File: src/rtl/imem_boot_ctrl.sv
// Purpose: sequences the core between instruction-RAM program load and execution.
// Latency: each accepted word is written to RAM on the next edge; RUN follows the last write after one DRAIN cycle.
// Backpressure: in_ready is high only in LOAD and drops on the edge that accepts the final word.
//
// Ports:
//   clk, rst              - system clock, synchronous active-high reset
//   start, load_len       - begin-load pulse and word count (clamped to DEPTH), honoured in IDLE/HALT
//   in_valid/in_ready/in_data - instruction word stream from the external loader
//   halt_req              - level request to freeze the core, honoured in RUN only
//   mem_rw/mem_addr/mem_wdata - instruction RAM write port
//   core_rst, core_en     - core PC/register-file reset and register-file write enable
//   busy, done, load_count - status: loading, halted, words written since last start
module imem_boot_ctrl #(
  parameter int ADDR_W = 5,
  parameter int DEPTH  = 2**ADDR_W
) (
  input  logic              clk,
  input  logic              rst,
  input  logic              start,
  input  logic [ADDR_W:0]   load_len,
  input  logic              in_valid,
  input  logic [31:0]       in_data,
  output logic              in_ready,
  input  logic              halt_req,
  output logic              mem_rw,
  output logic [ADDR_W-1:0] mem_addr,
  output logic [31:0]       mem_wdata,
  output logic              core_rst,
  output logic              core_en,
  output logic              busy,
  output logic              done,
  output logic [ADDR_W:0]   load_count
);

  typedef enum logic [2:0] {
    IDLE,
    LOAD,
    DRAIN,
    RUN,
    HALT
  } stateT;

  localparam logic [ADDR_W:0] depthMax = (ADDR_W+1)'(DEPTH);
  localparam logic [ADDR_W:0] countOne = {{ADDR_W{1'b0}}, 1'b1};

  stateT           state;
  logic [ADDR_W:0] lenReg;
  logic [ADDR_W:0] clampedLen;
  logic [ADDR_W:0] nextCount;
  logic            xfer;

  // Clamping the length to the RAM depth is what keeps mem_addr from wrapping.
  always_comb begin
    clampedLen = load_len;
    if (load_len > depthMax) begin
      clampedLen = depthMax;
    end
    nextCount = load_count + countOne;
    xfer      = in_valid && in_ready;
  end

  always_ff @(posedge clk) begin
    if (rst) begin
      state      <= IDLE;
      lenReg     <= '0;
      in_ready   <= 1'b0;
      mem_rw     <= 1'b0;
      mem_addr   <= '0;
      mem_wdata  <= '0;
      core_rst   <= 1'b1;
      core_en    <= 1'b0;
      busy       <= 1'b0;
      done       <= 1'b0;
      load_count <= '0;
    end else begin
      case (state)
        // HALT shares the start path with IDLE; halt_req is not looked at here.
        IDLE, HALT: begin
          if (start) begin
            lenReg     <= clampedLen;
            load_count <= '0;
            done       <= 1'b0;
            mem_rw     <= 1'b0;
            mem_addr   <= '0;
            if (clampedLen == '0) begin
              // Nothing to load: run whatever image is already in RAM.
              state    <= RUN;
              core_rst <= 1'b0;
              core_en  <= 1'b1;
            end else begin
              state    <= LOAD;
              in_ready <= 1'b1;
              busy     <= 1'b1;
              core_rst <= 1'b1;
              core_en  <= 1'b0;
            end
          end
        end

        LOAD: begin
          if (xfer) begin
            mem_rw     <= 1'b1;
            mem_addr   <= load_count[ADDR_W-1:0];
            mem_wdata  <= in_data;
            load_count <= nextCount;
            if (nextCount == lenReg) begin
              in_ready <= 1'b0;
              busy     <= 1'b0;
              state    <= DRAIN;
            end
          end else begin
            // Idle beat: no write, address holds.
            mem_rw <= 1'b0;
          end
        end

        // The final write pulse is on the RAM port during this cycle; the
        // core is only released once it has landed.
        DRAIN: begin
          mem_rw   <= 1'b0;
          mem_addr <= '0;
          core_rst <= 1'b0;
          core_en  <= 1'b1;
          state    <= RUN;
        end

        // RAM port is parked at address 0 with no write so fetch owns it.
        RUN: begin
          mem_rw   <= 1'b0;
          mem_addr <= '0;
          if (halt_req) begin
            core_en <= 1'b0;
            done    <= 1'b1;
            state   <= HALT;
          end
        end

        default: begin
          state <= IDLE;
        end
      endcase
    end
  end

endmodule

File: config.mk
export PLATFORM = sky130hd
export DESIGN_NAME = imem_boot_ctrl
export DESIGN_NICKNAME = d
export VERILOG_FILES = /design/src/rtl/imem_boot_ctrl.sv
export SDC_FILE = /design/constraint.sdc
export NUM_CORES = 1
export LEC_CHECK = 0
export CAP_MARGIN = 10
export CORE_MARGIN = 2
export CORE_UTILIZATION = 43
export CTS_CLUSTER_SIZE = 24
export DETAILED_ROUTE_END_ITERATION = 10
export GPL_TIMING_DRIVEN = 0
export PLACE_DENSITY = 0.79
export SYNTH_ARGS = -nofsm -noshare
export SYNTH_HDL_FRONTEND = slang
export SYNTH_SLANG_ARGS = --single-unit
File: constraint.sdc
create_clock -name clk -period 2.3 [get_ports clk]
set_clock_uncertainty 0.15 [all_clocks]
set_input_delay 0.23 -clock clk [delete_from_list [all_inputs] [get_ports clk]]
set_output_delay 0.23 -clock clk [all_outputs]
set_load 0.01 [all_outputs]
# --- Word level (Yosys, flattened, before mapping) ---
# Cells that the tools add are included.
# Widths: inputs -> output; s select.
totals:
  latch_bits: 0
  romBits: 0
  n_memories: 0
  reg_bits: 57
  ramBits: 0
  output_inout_bits: 49
  elab_cells: 72
  inputBits: 43
classes:
  div_mod_pow: 0
  muxes: 30
  n_shift: 0
  n_mul: 0
  reduce_logical: 20
  n_addsub: 1
  eq_ne: 10
  bitwise_logic: 0
  magnitude_cmp: 1
ops:
  columns: ["op", "n"]
  rows:
  - ["$mux 6", 3]
  - ["$pmux 5 s3", 1]
  - ["$mux 1", 12]
  - ["$mux 3", 4]
  - ["$pmux 3 s4", 1]
  - ["$pmux 6 s2", 1]
  - ["$reduce_and 3->1", 4]
  - ["$mux 5", 2]
  - ["$ne 2x2->1 const B", 5]
  - ["$reduce_and 2->1", 4]
  - ["$add 6x1->6 const B", 1]
  - ["$eq 3x2->1 const B", 2]
  - ["$eq 6x6->1", 1]
  - ["$gt 6x6->1 const B", 1]
  - ["$logic_not 6->1", 1]
  - ["$pmux 1 s2", 3]
  - ["$pmux 1 s3", 2]
  - ["$reduce_bool 2->1", 3]
  - ["$reduce_bool 3->1", 2]
  - ["$reduce_and 5->1", 1]
  - ["$reduce_and 4->1", 1]
  - ["$reduce_or 2->1", 2]
  - ["$eq 3x1->1 const B", 1]
  - ["$eq 3x3->1 const B", 1]
  - ["other kinds (3)", 3]

# --- Depth between registers and ports, before layout ---
# Gate-level depths: netlist of run 1.
logic_depth:
  word_depth: 6
  mapped_depth: 7
  depth_no_buf: 6

# --- Worst setup path after synthesis of run 1 ---
# No wires, ideal clock.
synth_path:
  kind: "register to register"
  startpoint: "register load_count[0]"
  endpoint: "register state[1]"
  required_ns: 2.064
  synth_period_minus_slack_ns: 2.009
  path_buffers: 0
  setup_slack_ns: 0.291
  arrival_time_ns: 1.772
  path_stages_with_launch: 7
  path_cell_list: "dfxtp_1 > ha_1 > xnor2_1 > nand2_1 > or3_1 > or3_1 > a221oi_2"
synth_via:
  elab_chain_cells: 4
synth_rtl:
  columns: ["element", "line_no", "rtl"]
  rows:
  - ["from (decl)", "32", "output logic [ADDR_W:0] load_count"]
  - ["from (signal assigned)", "105", "load_count <= nextCount;"]
  - ["$add 6x1->6", "58", "nextCount = load_count + countOne;"]
  - ["$eq 6x6->1", "106", "if (nextCount == lenReg) begin"]
  - ["$ne 2x2->1 (no source line)", null, null]
  - ["$reduce_and 4->1 (no source line)", null, null]
  - ["to (signal assigned)", "64", "state <= IDLE;"]
  - ["to (signal assigned)", "109", "state <= DRAIN;"]
  - ["to (signal assigned)", "124", "state <= RUN;"]
  - ["to (decl)", "46", "stateT state;"]
# No other way between the ends.
# A chain may end at the register's enable or synchronous reset.

# --- Worst setup path after layout of run 1 ---
# Same ends and word-level chain as after synthesis.

==> flow_summary.rst, run 1 <==
.. list-table::
   :header-rows: 1

   * - Metric
     - Value
   * - Outcome
     - finished, final reports clean
   * - Total vias in the final route
     - 2,367
   * - XOR/XNOR Fraction of Synth Area
     - 2.59%
   * - Worst max-slew margin expressed relative to the limit
     - 64.4%
   * - Total number of nets in the final design
     - 438
   * - Cell count after synthesis
     - 292
   * - Signed area change from the synthesized netlist to the final layout
     - 49.2%
   * - Number of register bits inferred by synthesis
     - 57
   * - Crit path launch type
     - flip-flop
   * - Final Cycle Share
     - 93.8%
   * - Max Fclk
     - 463 MHz
   * - Most used DFF post-synth
     - dfxtp_1
   * - CTS root buf
     - clkbuf_8
   * - Detailed-router iteration count before antenna repair
     - 4
   * - Count of flip-flops with a built-in enable after synthesis
     - 0
   * - Worst Tran Pin Value
     - 0.534 ns
   * - Port Buffer Count
     - 91
   * - Main area contributors after synthesis
     - dfxtp_1 (48%), nand2_1 (13%), a21oi_1 (11%), clkbuf_1 (2.4%), nor2_1 (2.4%)
   * - Cell with the most instances on the worst path
     - or3_1
   * - Clock Sink Count
     - 57
   * - Longest individual stage delay on the worst path
     - 0.48 ns
   * - Critical path peak fanout
     - 8
   * - Number of buffers added by the clock tree synthesis step
     - 9
   * - Count of buffer and inverter cells on the critical path
     - 0
   * - Share of cell area taken by muxes after synthesis
     - 0%
   * - Data required time at the worst endpoint
     - 2.40 ns
   * - Yosys synthesis warning count
     - 0
   * - Synth Area in Simple Gates
     - 25.6%
   * - Later-pin clock latency in the skew report
     - 0.33 ns
   * - Number of routed nets with antenna violations
     - 0
   * - Startpoint of the most critical hold path
     - in_data[5]
   * - Detail Placement HPWL
     - 4.57 mm
   * - Core outline area
     - 5410 um2
   * - Worst r2r src
     - load_count[0]$_SDFFE_PP0P_
   * - Number of H-tree levels
     - 3
   * - All-layer global routing usage
     - 21.5%
   * - Number of I/O pins
     - 92
   * - Share of async-settable or async-resettable flops after synthesis
     - 0%
   * - Average cell area after synthesis
     - 8.10 um2
   * - Weighted congestion at the end of routability-driven global placement
     - 0.800
   * - Max_cap viols
     - 0
   * - Library cell with the highest instance count after synthesis
     - nand2_1
   * - Largest family of logic cells by synthesized area
     - simple AND/OR/NAND/NOR gates
   * - Element type at the critical path end
     - flip-flop
   * - Gr ovfl total
     - 0
   * - Most Crowded Layer GR
     - met2
   * - Final-report hold violation count
     - 0
   * - Post-route worst hold slack
     - 0.293 ns
   * - Post-synth design cell area
     - 2360 um2
   * - Slowest library cell on the worst path
     - dfxtp_1
   * - Hold Crit Class
     - in -> reg
   * - Average via count per standard cell
     - 5.03
   * - Area of the die
     - 6110 um2
   * - Launch point of the critical path
     - load_count[0]$_SDFFE_PP0P_
   * - Unrepaired setup endpoints after global routing
     - no
   * - Share of cells above drive strength 1
     - 7.02%
   * - Total power
     - 0.00206 W
   * - Post-DR wirelength/cell
     - 13.3 um
   * - Initial DRC count
     - 111
   * - Final wirelength
     - 6.28 mm
   * - Maximum number of pins on one net before global-route repair
     - 11
   * - First-pass GRT wire length
     - 10.2 mm
   * - Effective utilization at floorplan
     - 43.8%
   * - Number of max-slew violations in the final report
     - 0
   * - Worst Path Arrival
     - 2.26 ns
   * - Buffer depth of the longest clock path
     - 2
   * - Ratio of total power to cell area
     - 584 nW/um2
   * - Number of nets produced by synthesis
     - 336
   * - Cells traversed along the worst timing path
     - ha_1 > xnor2_1 > nand2_1 > or3_1 > or3_1 > a221oi_2
   * - Number of different library cells in the post-synthesis netlist
     - 39
   * - Ant diodes
     - 0
   * - Met2 demand-to-capacity share in global routing
     - 34.3%
   * - DRC viols
     - 0
   * - Number of antenna violations at the first check in global routing
     - 0
   * - CTS tree
     - yes
   * - Via count of the first global-routing pass
     - 2,230
   * - Worst IR Drop VDD
     - 346 uV
   * - Die span in x
     - 78.2 um
   * - Global routing met1 resource utilization
     - 25.6%
   * - Area share of the largest cell type after synthesis
     - 48.3%
   * - Leading area contributor after synthesis
     - dfxtp_1
   * - Final worst path period need
     - 2.16 ns
   * - Adder and majority gate portion of the synthesized area
     - 0.529%
   * - Category of the most critical setup path
     - reg -> reg
   * - Minimum setup slack in the final design
     - 0.142 ns
   * - Leakage power total
     - 1.21 nW
   * - Most frequent cells after synthesis
     - nand2_1 (80), dfxtp_1 (57), a21oi_1 (50)
   * - Fraction of the yosys area taken by sequential cells
     - 48.3%
   * - Clock transition at the registers of the reported paths
     - 0.07 ns
   * - Met3 Usage GRT
     - 6.44%
   * - Overall die height
     - 78.2 um
   * - Placement Rows
     - 27
   * - Worst slack, placed
     - -0.128 ns
   * - Slack of the worst reg-to-reg path
     - 0.14 ns
   * - Final setup violation count
     - 0
   * - Area fraction in compound gates after synthesis
     - 18.0%
   * - Family of cells with the greatest summed delay on the critical path
     - simple AND/OR/NAND/NOR gates
[flip-flops by register name (all words and copies together) (netlist names)]
register / count
mem_rw: 1
busy: 1
mem_wdata: 32
lenReg: 6
mem_addr: 5
load_count: 6
state: 3
core_rst: 1
core_en: 1
done: 1
[timing repair]
| item | CTS | global route |
|---|---|---|
| setup endpoints to repair | 0 | 16 |
| hold buffers | 0 | 0 |
| gates resized for setup | 0 | 3 |
| buffers inserted | 0 | 0 |
[stage by stage]
step                      instances  cell area, um2  util, %  setup TNS (ns)
after floorplan                 292            2360        -               0
after detailed placement        455            3370     62.3           -1.52
final                           471            3530     65.3               0
after CTS                       471            3520     65.2               0
after global routing            471            3530     65.3               0
after global placement          455            3370     62.3           -2.48
[cell type report]
| cell class | instances | area, um2 |
|---|---|---|
| Clock buffer | 13 | 139 |
| Buffer | 20 | 111 |
| Multi-Input combinational cell | 213 | 1110 |
| Timing Repair Buffer | 91 | 911 |
| Fill cell | 484 | 1880 |
| Sequential cell | 57 | 1140 |
| Tap cell | 72 | 90.1 |
| Clock inverter | 3 | 17.5 |
| Inverter | 2 | 8.76 |
[cells in the final DEF (no fill, tap or decap), types with 3 or more instances in the layout]
master	n
clkdlybuf4s50_1	91
nand2_1	80
dfxtp_1	57
a21oi_1	50
clkbuf_1	18
nor2_1	15
clkbuf_8	11
or3_1	7
o21ai_0	7
nand3_1	6
nand3b_1	6
a22oi_1	5
and2_1	4
xnor2_1	4
xor2_1	3
clkinv_2	3
[worst reg2reg max path: stages, from the launching register on]
cell and delay, ns:
dfxtp_1 0.48, ha_1 0.33, xnor2_1 0.15, nand2_1 0.08, or3_1 0.32, or3_1 0.34, a221oi_2 0.23
[cell families (layout without fill, tap and decap cells)]
| family | Yosys count | after routing |
|---|---|---|
| and+or+nand+nor | 132 | 132 |
| AOI/OAI and AO/OA | 73 | 73 |
| DFF | 57 | 57 |
| buffers and inverters | 22 | 129 |
| xor gates and xnor gates | 7 | 7 |
| adders and majority gates | 1 | 1 |
[layer usage]
layer,wire [um],vias to the layer above
li1,-,1192
met1,2670,1097
met2,3080,68
met3,402,10
met4,128,0
met5,0,-
[path summary, 6_finish.rpt]
path,to,depth (start not counted)
setup / recovery,state[1]$_SDFFE_PP0P_,6
hold / removal,mem_wdata[5]$_SDFFE_PP0P_,3
setup reg to reg,state[1]$_SDFFE_PP0P_,6
hold reg to reg,mem_wdata[18]$_SDFFE_PP0P_,2
[where the power goes]
| part | internal, W | switching (W) | total [W] |
|---|---|---|---|
| Sequential | 0.00101 | 0.0000159 | 0.00103 |
| Clock | 0.000388 | 0.000378 | 0.000767 |
| Combinational | 0.000142 | 0.000124 | 0.000266 |
| Total | 0.00154 | 0.000518 | 0.00206 |
Note: power is estimated with default switching activity, not from simulation.
==> run 2, diff against run 1 <==
--- a/config.mk
+++ b/config.mk
@@ -6,12 +6,12 @@
 export NUM_CORES = 1
 export LEC_CHECK = 0
 export CAP_MARGIN = 10
-export CORE_MARGIN = 2
-export CORE_UTILIZATION = 43
+export CORE_UTILIZATION = 45
+export CTS_BUF_LIST = sky130_fd_sc_hd__clkbuf_8
 export CTS_CLUSTER_SIZE = 24
 export DETAILED_ROUTE_END_ITERATION = 10
 export GPL_TIMING_DRIVEN = 0
-export PLACE_DENSITY = 0.79
+export PLACE_DENSITY = 0.82
 export SYNTH_ARGS = -nofsm -noshare
 export SYNTH_HDL_FRONTEND = slang
 export SYNTH_SLANG_ARGS = --single-unit
==> flow_summary.rst, run 2 (same netlist as run 1, synthesis figures left out) <==
.. list-table::
   :header-rows: 1

   * - Metric
     - Value
   * - Outcome
     - finished, final reports clean (unchanged)
   * - Clock transition at the registers of the reported paths
     - 0.06 ns (was 0.07 ns)
   * - Detailed-router iteration count before antenna repair
     - 4 (unchanged)
   * - Clock Sink Count
     - 57 (unchanged)
   * - Share of cells above drive strength 1
     - 7.77% (was 7.02%)
   * - DRC viols
     - 0 (unchanged)
   * - Number of I/O pins
     - 92 (unchanged)
   * - Worst Path Arrival
     - 2.19 ns (was 2.26 ns)
   * - Worst r2r src
     - load_count[2]$_SDFFE_PP0P_ (was load_count[0]$_SDFFE_PP0P_)
   * - Ant diodes
     - 0 (unchanged)
   * - Number of routed nets with antenna violations
     - 0 (unchanged)
   * - Longest individual stage delay on the worst path
     - 0.36 ns (was 0.48 ns)
   * - Final worst path period need
     - 2.09 ns (was 2.16 ns)
   * - Maximum number of pins on one net before global-route repair
     - 11 (unchanged)
   * - CTS tree
     - yes (unchanged)
   * - Via count of the first global-routing pass
     - 2,158 (was 2,230)
   * - Count of buffer and inverter cells on the critical path
     - 1 (was 0)
   * - Number of antenna violations at the first check in global routing
     - 0 (unchanged)
   * - Ratio of total power to cell area
     - 647 nW/um2 (was 584 nW/um2)
   * - Setup TNS
     - 0 ns (unchanged)
   * - Post-route worst hold slack
     - 0.287 ns (was 0.293 ns)
   * - Crit path launch type
     - flip-flop (unchanged)
   * - Later-pin clock latency in the skew report
     - 0.33 ns (about the same)
   * - Area of the die
     - 5550 um2 (was 6110 um2)
   * - Number of H-tree levels
     - 3 (unchanged)
   * - Top Registers
     - mem_wdata (32), lenReg (6), load_count (6) (unchanged)
   * - Max_cap viols
     - 0 (unchanged)
   * - Unrepaired setup endpoints after global routing
     - no (unchanged)
   * - Critical path peak fanout
     - 9 (was 8)
   * - Worst IR Drop VDD
     - 474 uV (was 346 uV)
   * - Most common library cell in the layout ignoring fill and taps
     - clkdlybuf4s50_1 (unchanged)
   * - Core outline area
     - 5070 um2 (was 5410 um2)
   * - Worst Tran Pin Value
     - 0.512 ns (was 0.534 ns)
   * - Slack of the worst reg-to-reg path
     - 0.21 ns (was 0.14 ns)
   * - Final setup violation count
     - 0 (unchanged)
   * - Signed area change from the synthesized netlist to the final layout
     - 51.8% (was 49.2%)
   * - Worst max-slew margin expressed relative to the limit
     - 65.9% (was 64.4%)
   * - Area used by multi-input combinational logic
     - 1110 um2 (unchanged)
   * - Number of logic stages on the critical path including buffering
     - 6 (unchanged)
   * - Final Cycle Share
     - 90.9% (was 93.8%)
   * - Hold Crit Class
     - in -> reg (unchanged)
   * - Slowest library cell on the worst path
     - or3_1 (was dfxtp_1)
   * - Top library cells by usage in the layout, fill and taps aside
     - clkdlybuf4s50_1 (91), nand2_1 (80), dfxtp_1 (56) (was clkdlybuf4s50_1 (91), nand2_1 (80), dfxtp_1 (57))
   * - Post-DR wirelength/cell
     - 13.2 um (was 13.3 um)
   * - Gr ovfl total
     - 0 (unchanged)
   * - Die span in x
     - 74.5 um (was 78.2 um)
   * - Largest Register
     - mem_wdata (unchanged)
   * - Filler-free cell count of the finished design
     - 469 (was 471)
   * - Overall die height
     - 74.5 um (was 78.2 um)
   * - Element type at the critical path end
     - flip-flop (unchanged)
   * - Weighted congestion at the end of routability-driven global placement
     - 0.834 (was 0.800)
   * - Data required time at the worst endpoint
     - 2.40 ns (about the same)
   * - Total vias in the final route
     - 2,418 (was 2,367)
   * - Average via count per standard cell
     - 5.16 (was 5.03)
   * - Post-layout util
     - 70.7% (was 65.3%)
   * - Filler cells
     - 426 (was 484)
   * - Detail Placement HPWL
     - 4.39 mm (was 4.57 mm)
   * - Launch point of the critical path
     - load_count[2]$_SDFFE_PP0P_ (was load_count[0]$_SDFFE_PP0P_)
   * - Buffer depth of the longest clock path
     - 2 (unchanged)
   * - First-pass GRT wire length
     - 9.82 mm (was 10.2 mm)
   * - Number of max-slew violations in the final report
     - 0 (unchanged)
   * - Cell with the most instances on the worst path
     - or3_1 (unchanged)
   * - Leakage power total
     - 1.24 nW (was 1.21 nW)
   * - Placement Rows
     - 26 (was 27)
   * - Final-report hold violation count
     - 0 (unchanged)
   * - Total number of nets in the final design
     - 438 (unchanged)
   * - R2R Path End
     - state[1]$_SDFFE_PP0P_ (unchanged)
   * - Effective utilization at floorplan
     - 46.6% (was 43.8%)
   * - Category of the most critical setup path
     - reg -> reg (unchanged)
   * - Number of flip-flops under the largest register name
     - 32 (unchanged)
   * - Initial DRC count
     - 127 (was 111)
   * - Max Fclk
     - 478 MHz (was 463 MHz)
   * - Port Buffer Count
     - 91 (unchanged)
   * - All-layer global routing usage
     - 23.8% (was 21.5%)
   * - Worst Hold Path Cells
     - 3 (unchanged)
   * - Cts-stage hold buffer count
     - 0 (unchanged)
   * - Cells traversed along the worst timing path
     - clkbuf_1 > nand3_1 > xnor2_1 > or3_1 > or3_1 > a221oi_2 (was ha_1 > xnor2_1 > nand2_1 > or3_1 > or3_1 > a221oi_2)
   * - Area taken by flip-flops and latches
     - 1140 um2 (about the same)
   * - Family of cells with the greatest summed delay on the critical path
     - simple AND/OR/NAND/NOR gates (unchanged)
   * - Placed cell count
     - 453 (was 455)
   * - Final wirelength
     - 6.17 mm (was 6.28 mm)
   * - Number of cells on the worst reg-to-reg path
     - 6 (unchanged)
   * - Number of buffers added by the clock tree synthesis step
     - 9 (unchanged)
   * - Critical path endpoint
     - state[1]$_SDFFE_PP0P_ (unchanged)
   * - CTS root buf
     - clkbuf_8 (unchanged)
==> run 2: cell types whose count changed in the layout (fill, tap and decap cells not counted), sizes merged <==
cell,before,now
inv,1,2
bufinv,0,2
clkbuf,30,27
clkinv,3,4
clkinvlp,1,0
==> run 2: worst min-delay path: stages <==
cell and delay (ns):
clkdlybuf4s50_1 0.39, nand2_1 0.05, a21oi_1 0.05
==> run 2: stage by stage <==
step,setup slack (ns),area (um2),power [W]
6_report,0.209,3590,0.00232
5_1_grt,0.0674,3590,0.00241
4_1_cts,0.141,3580,0.00234
3_5_place_dp,-0.0714,3360,0.00131
3_3_place_gp,-0.0861,3360,0.00131
2_1_floorplan,0.291,2360,0.00117
==> run 2: per-layer routing <==
| layer | vias to the layer above | GRT usage (%) | part of all wire, % |
|---|---|---|---|
| met5 | - | 0 | 0 |
| met4 | 0 | 8.60 | 1.9 |
| met3 | 13 | 12.3 | 8.4 |
| met2 | 92 | 37.9 | 49 |
| met1 | 1117 | 27.4 | 41 |
| li1 | 1196 | - | - |
==> run 2: what timing repair did <==
action,CTS,global route
setup endpoints to repair,0,15
setup buffers,0,0
resized for setup,0,2
==> run 2: cell type report <==
class	count	share of cell area, %
inverter	2	0.244
clock buffer	10	3.83
buffer	20	3.07
sequential	57	31.8
timing repair buffer	91	25.4
multi-input combinational	213	30.9
clock inverter	6	2.30
tap	70	2.44
==> run 2: worst min path at each step <==
stage / startpoint / end / slack, ns
floorplan: load_len[5] / lenReg[5]$_SDFFE_PP0P_ / 0.21
global placement: mem_wdata[2]$_SDFFE_PP0P_ / mem_wdata[2]$_SDFFE_PP0P_ / 0.29
detailed placement: mem_wdata[18]$_SDFFE_PP0P_ / mem_wdata[18]$_SDFFE_PP0P_ / 0.30
CTS: in_data[5] / mem_wdata[5]$_SDFFE_PP0P_ / 0.27
global route: in_data[25] / mem_wdata[25]$_SDFFE_PP0P_ / 0.27
finish: in_data[5] / mem_wdata[5]$_SDFFE_PP0P_ / 0.29
==> run 2: where the power goes <==
group / switching, W / leakage, nW / internal, W
registers: 0.0000164 / 0.462 / 0.00101
logic: 0.000124 / 0.666 / 0.000142
clock network: 0.000396 / 0.117 / 0.000633
==> run 3, diff against run 2 <==
--- a/config.mk
+++ b/config.mk
@@ -11,7 +11,7 @@
 export CTS_CLUSTER_SIZE = 24
 export DETAILED_ROUTE_END_ITERATION = 10
 export GPL_TIMING_DRIVEN = 0
-export PLACE_DENSITY = 0.82
+export PLACE_DENSITY = 0.85
 export SYNTH_ARGS = -nofsm -noshare
 export SYNTH_HDL_FRONTEND = slang
 export SYNTH_SLANG_ARGS = --single-unit
==> flow_summary.rst, run 3 (same netlist as run 1, synthesis figures left out) <==
.. list-table::
   :header-rows: 1

   * - Metric
     - Value
   * - Signed area change from the synthesized netlist to the final layout
     - 50.6% (was 51.8%)
   * - Share of cells above drive strength 1
     - 7.79% (was 7.77%)
   * - Final setup violation count
     - 0 (unchanged)
   * - Weighted congestion at the end of routability-driven global placement
     - 0.827 (was 0.834)
   * - Average via count per standard cell
     - 5.04 (was 5.16)
   * - Core outline area
     - 5070 um2 (unchanged)
   * - DRC viols
     - 0 (unchanged)
   * - Outcome
     - finished, final reports clean (unchanged)
   * - Total power
     - 0.00220 W (was 0.00232 W)
   * - Placement Rows
     - 26 (unchanged)
   * - Top library cells by usage in the layout, fill and taps aside
     - clkdlybuf4s50_1 (91), nand2_1 (80), dfxtp_1 (56) (unchanged)
   * - Setup TNS
     - 0 ns (unchanged)
   * - Number of I/O pins
     - 92 (unchanged)
   * - Most common library cell in the layout ignoring fill and taps
     - clkdlybuf4s50_1 (unchanged)
   * - Ratio of total power to cell area
     - 618 nW/um2 (was 647 nW/um2)
   * - Die span in x
     - 74.5 um (unchanged)
   * - Longest individual stage delay on the worst path
     - 0.43 ns (was 0.36 ns)
   * - Detailed-router iteration count before antenna repair
     - 6 (was 4)
   * - Max Fclk
     - 468 MHz (was 478 MHz)
   * - Maximum number of pins on one net before global-route repair
     - 11 (unchanged)
   * - Category of the most critical setup path
     - reg -> reg (unchanged)
   * - Number of flip-flops under the largest register name
     - 32 (unchanged)
   * - Buffer depth of the longest clock path
     - 2 (unchanged)
   * - Max_cap viols
     - 0 (unchanged)
   * - First-pass GRT wire length
     - 9.98 mm (was 9.82 mm)
   * - Clock Sink Count
     - 57 (unchanged)
   * - CTS root buf
     - clkbuf_8 (unchanged)
   * - Setup Buffers After CTS
     - 0 (unchanged)
   * - Leakage power total
     - 1.23 nW (was 1.24 nW)
   * - Top Registers
     - mem_wdata (32), lenReg (6), load_count (6) (unchanged)
   * - Worst IR Drop VDD
     - 462 uV (was 474 uV)
   * - Post-layout util
     - 70.2% (was 70.7%)
   * - Cell with the most instances on the worst path
     - clkbuf_1 (was or3_1)
   * - Worst Path Arrival
     - 2.23 ns (was 2.19 ns)
   * - Later-pin clock latency in the skew report
     - 0.32 ns (was 0.33 ns)
   * - Detail Placement HPWL
     - 4.59 mm (was 4.39 mm)
   * - Minimum setup slack in the final design
     - 0.163 ns (was 0.209 ns)
   * - Number of buffers added by the clock tree synthesis step
     - 9 (unchanged)
   * - Initial DRC count
     - 159 (was 127)
   * - Final-report hold violation count
     - 0 (unchanged)
   * - Unrepaired setup endpoints after global routing
     - no (unchanged)
   * - Total vias in the final route
     - 2,359 (was 2,418)
   * - Total number of nets in the final design
     - 437 (was 438)
   * - Cells traversed along the worst timing path
     - clkbuf_8 > nand2b_1 > or3_1 > clkbuf_1 > clkbuf_1 > nand2_1 > a21oi_1 (was clkbuf_1 > nand3_1 > xnor2_1 > or3_1 > or3_1 > a221oi_2)
   * - Overall die height
     - 74.5 um (unchanged)
   * - Number of cells on the worst reg-to-reg path
     - 7 (was 6)
   * - Largest Register
     - mem_wdata (unchanged)
   * - Critical path peak fanout
     - 10 (was 9)
   * - Worst slack, placed
     - -0.120 ns (was -0.0714 ns)
   * - Effective utilization at floorplan
     - 46.6% (unchanged)
   * - Area taken by flip-flops and latches
     - 1140 um2 (unchanged)
   * - Post-DR wirelength/cell
     - 13.3 um (was 13.2 um)
   * - Area of the die
     - 5550 um2 (unchanged)
   * - Port Buffer Count
     - 91 (unchanged)
   * - Data required time at the worst endpoint
     - 2.40 ns (about the same)
   * - Gr ovfl total
     - 0 (unchanged)
   * - Number of H-tree levels
     - 3 (unchanged)
   * - Clock transition at the registers of the reported paths
     - 0.07 ns (was 0.06 ns)
   * - Crit path launch type
     - flip-flop (unchanged)
   * - Slowest library cell on the worst path
     - clkbuf_1 (was or3_1)
   * - Worst Hold Path Cells
     - 3 (unchanged)
   * - Post-route worst hold slack
     - 0.298 ns (was 0.287 ns)
   * - Element type at the critical path end
     - flip-flop (unchanged)
   * - Number of max-slew violations in the final report
     - 0 (unchanged)
   * - Worst Tran Pin Value
     - 0.516 ns (was 0.512 ns)
   * - Final worst path period need
     - 2.14 ns (was 2.09 ns)
   * - Number of routed nets with antenna violations
     - 0 (unchanged)
   * - CTS tree
     - yes (unchanged)
   * - Number of antenna violations at the first check in global routing
     - 0 (unchanged)
   * - All-layer global routing usage
     - 24.2% (was 23.8%)
   * - Filler cells
     - 451 (was 426)
   * - Area used by multi-input combinational logic
     - 1110 um2 (unchanged)
   * - Hold Crit Class
     - in -> reg (unchanged)
   * - Via count of the first global-routing pass
     - 2,162 (was 2,158)
   * - Final Cycle Share
     - 92.9% (was 90.9%)
   * - Ant diodes
     - 0 (unchanged)
   * - Final wirelength
     - 6.23 mm (was 6.17 mm)
   * - Worst max-slew margin expressed relative to the limit
     - 65.6% (was 65.9%)
==> run 3: cell types whose count changed in the layout (fill, tap and decap cells not counted) <==
| cell | before | now |
|---|---|---|
| clkinv_4 | 1 | 0 |
| bufinv_16 | 2 | 1 |
| clkinvlp_4 | 0 | 2 |
| clkbuf_1 | 15 | 14 |
==> run 3: power by group <==
part           total, W  switching [W]  internal [W]
clock network  0.000907       0.000386      0.000521
registers       0.00103      0.0000159       0.00101
logic          0.000267       0.000125      0.000142
total           0.00220       0.000527       0.00168
==> run 3: what timing repair did <==
action / in CTS / in global routing
endpoints found under the setup margin: 0 / 41
hold buffers: 0 / 0
resized for setup: 0 / 2
endpoints found under the hold margin: 0 / 0
==> run 3: per-layer routing <==
layer	share of wire [%]	vias to the layer above	global-route usage [%]
met1	42	1088	29.1
met4	1.5	0	12.2
met2	50	76	39.2
met5	0	-	0
met3	6.5	7	7.05
li1	-	1188	-
==> run 3: layout make-up <==
| class | count | area share [%] |
|---|---|---|
| tap | 70 | 2.46 |
| timing repair buffer | 91 | 25.6 |
| sequential | 57 | 32.1 |
| clock buffer | 10 | 3.86 |
| buffer | 19 | 2.99 |
| clock inverter | 6 | 1.65 |
| multi-input combinational | 213 | 31.2 |
| inverter | 2 | 0.246 |
==> run 3: worst paths after layout <==
| check | from | to | slack, ns |
|---|---|---|---|
| setup reg to reg | state[2]$_SDFFE_PP0P_ | mem_wdata[23]$_SDFFE_PP0P_ | 0.16 |
| setup / recovery | state[2]$_SDFFE_PP0P_ | mem_wdata[23]$_SDFFE_PP0P_ | 0.16 |
| hold / removal | in_data[31] | mem_wdata[31]$_SDFFE_PP0P_ | 0.30 |
| hold reg to reg | mem_wdata[30]$_SDFFE_PP0P_ | mem_wdata[30]$_SDFFE_PP0P_ | 0.30 |
==> run 3: critical path, delay by kind of cell (launching register included) <==
family / cells / cell delay [ns]
buffers and inverters: 3 / 0.97
flip-flops: 1 / 0.32
AND/OR/NAND/NOR: 3 / 0.45
AO/OA/AOI/OAI: 1 / 0.17
==> run 3: per-stage QoR <==
step           instance area (um2)  std cells
5_1_grt                       3560        468
3_3_place_gp                  3360        453
2_1_floorplan                 2360        292
3_5_place_dp                  3360        453
4_1_cts                       3560        469
6_report                      3560        468
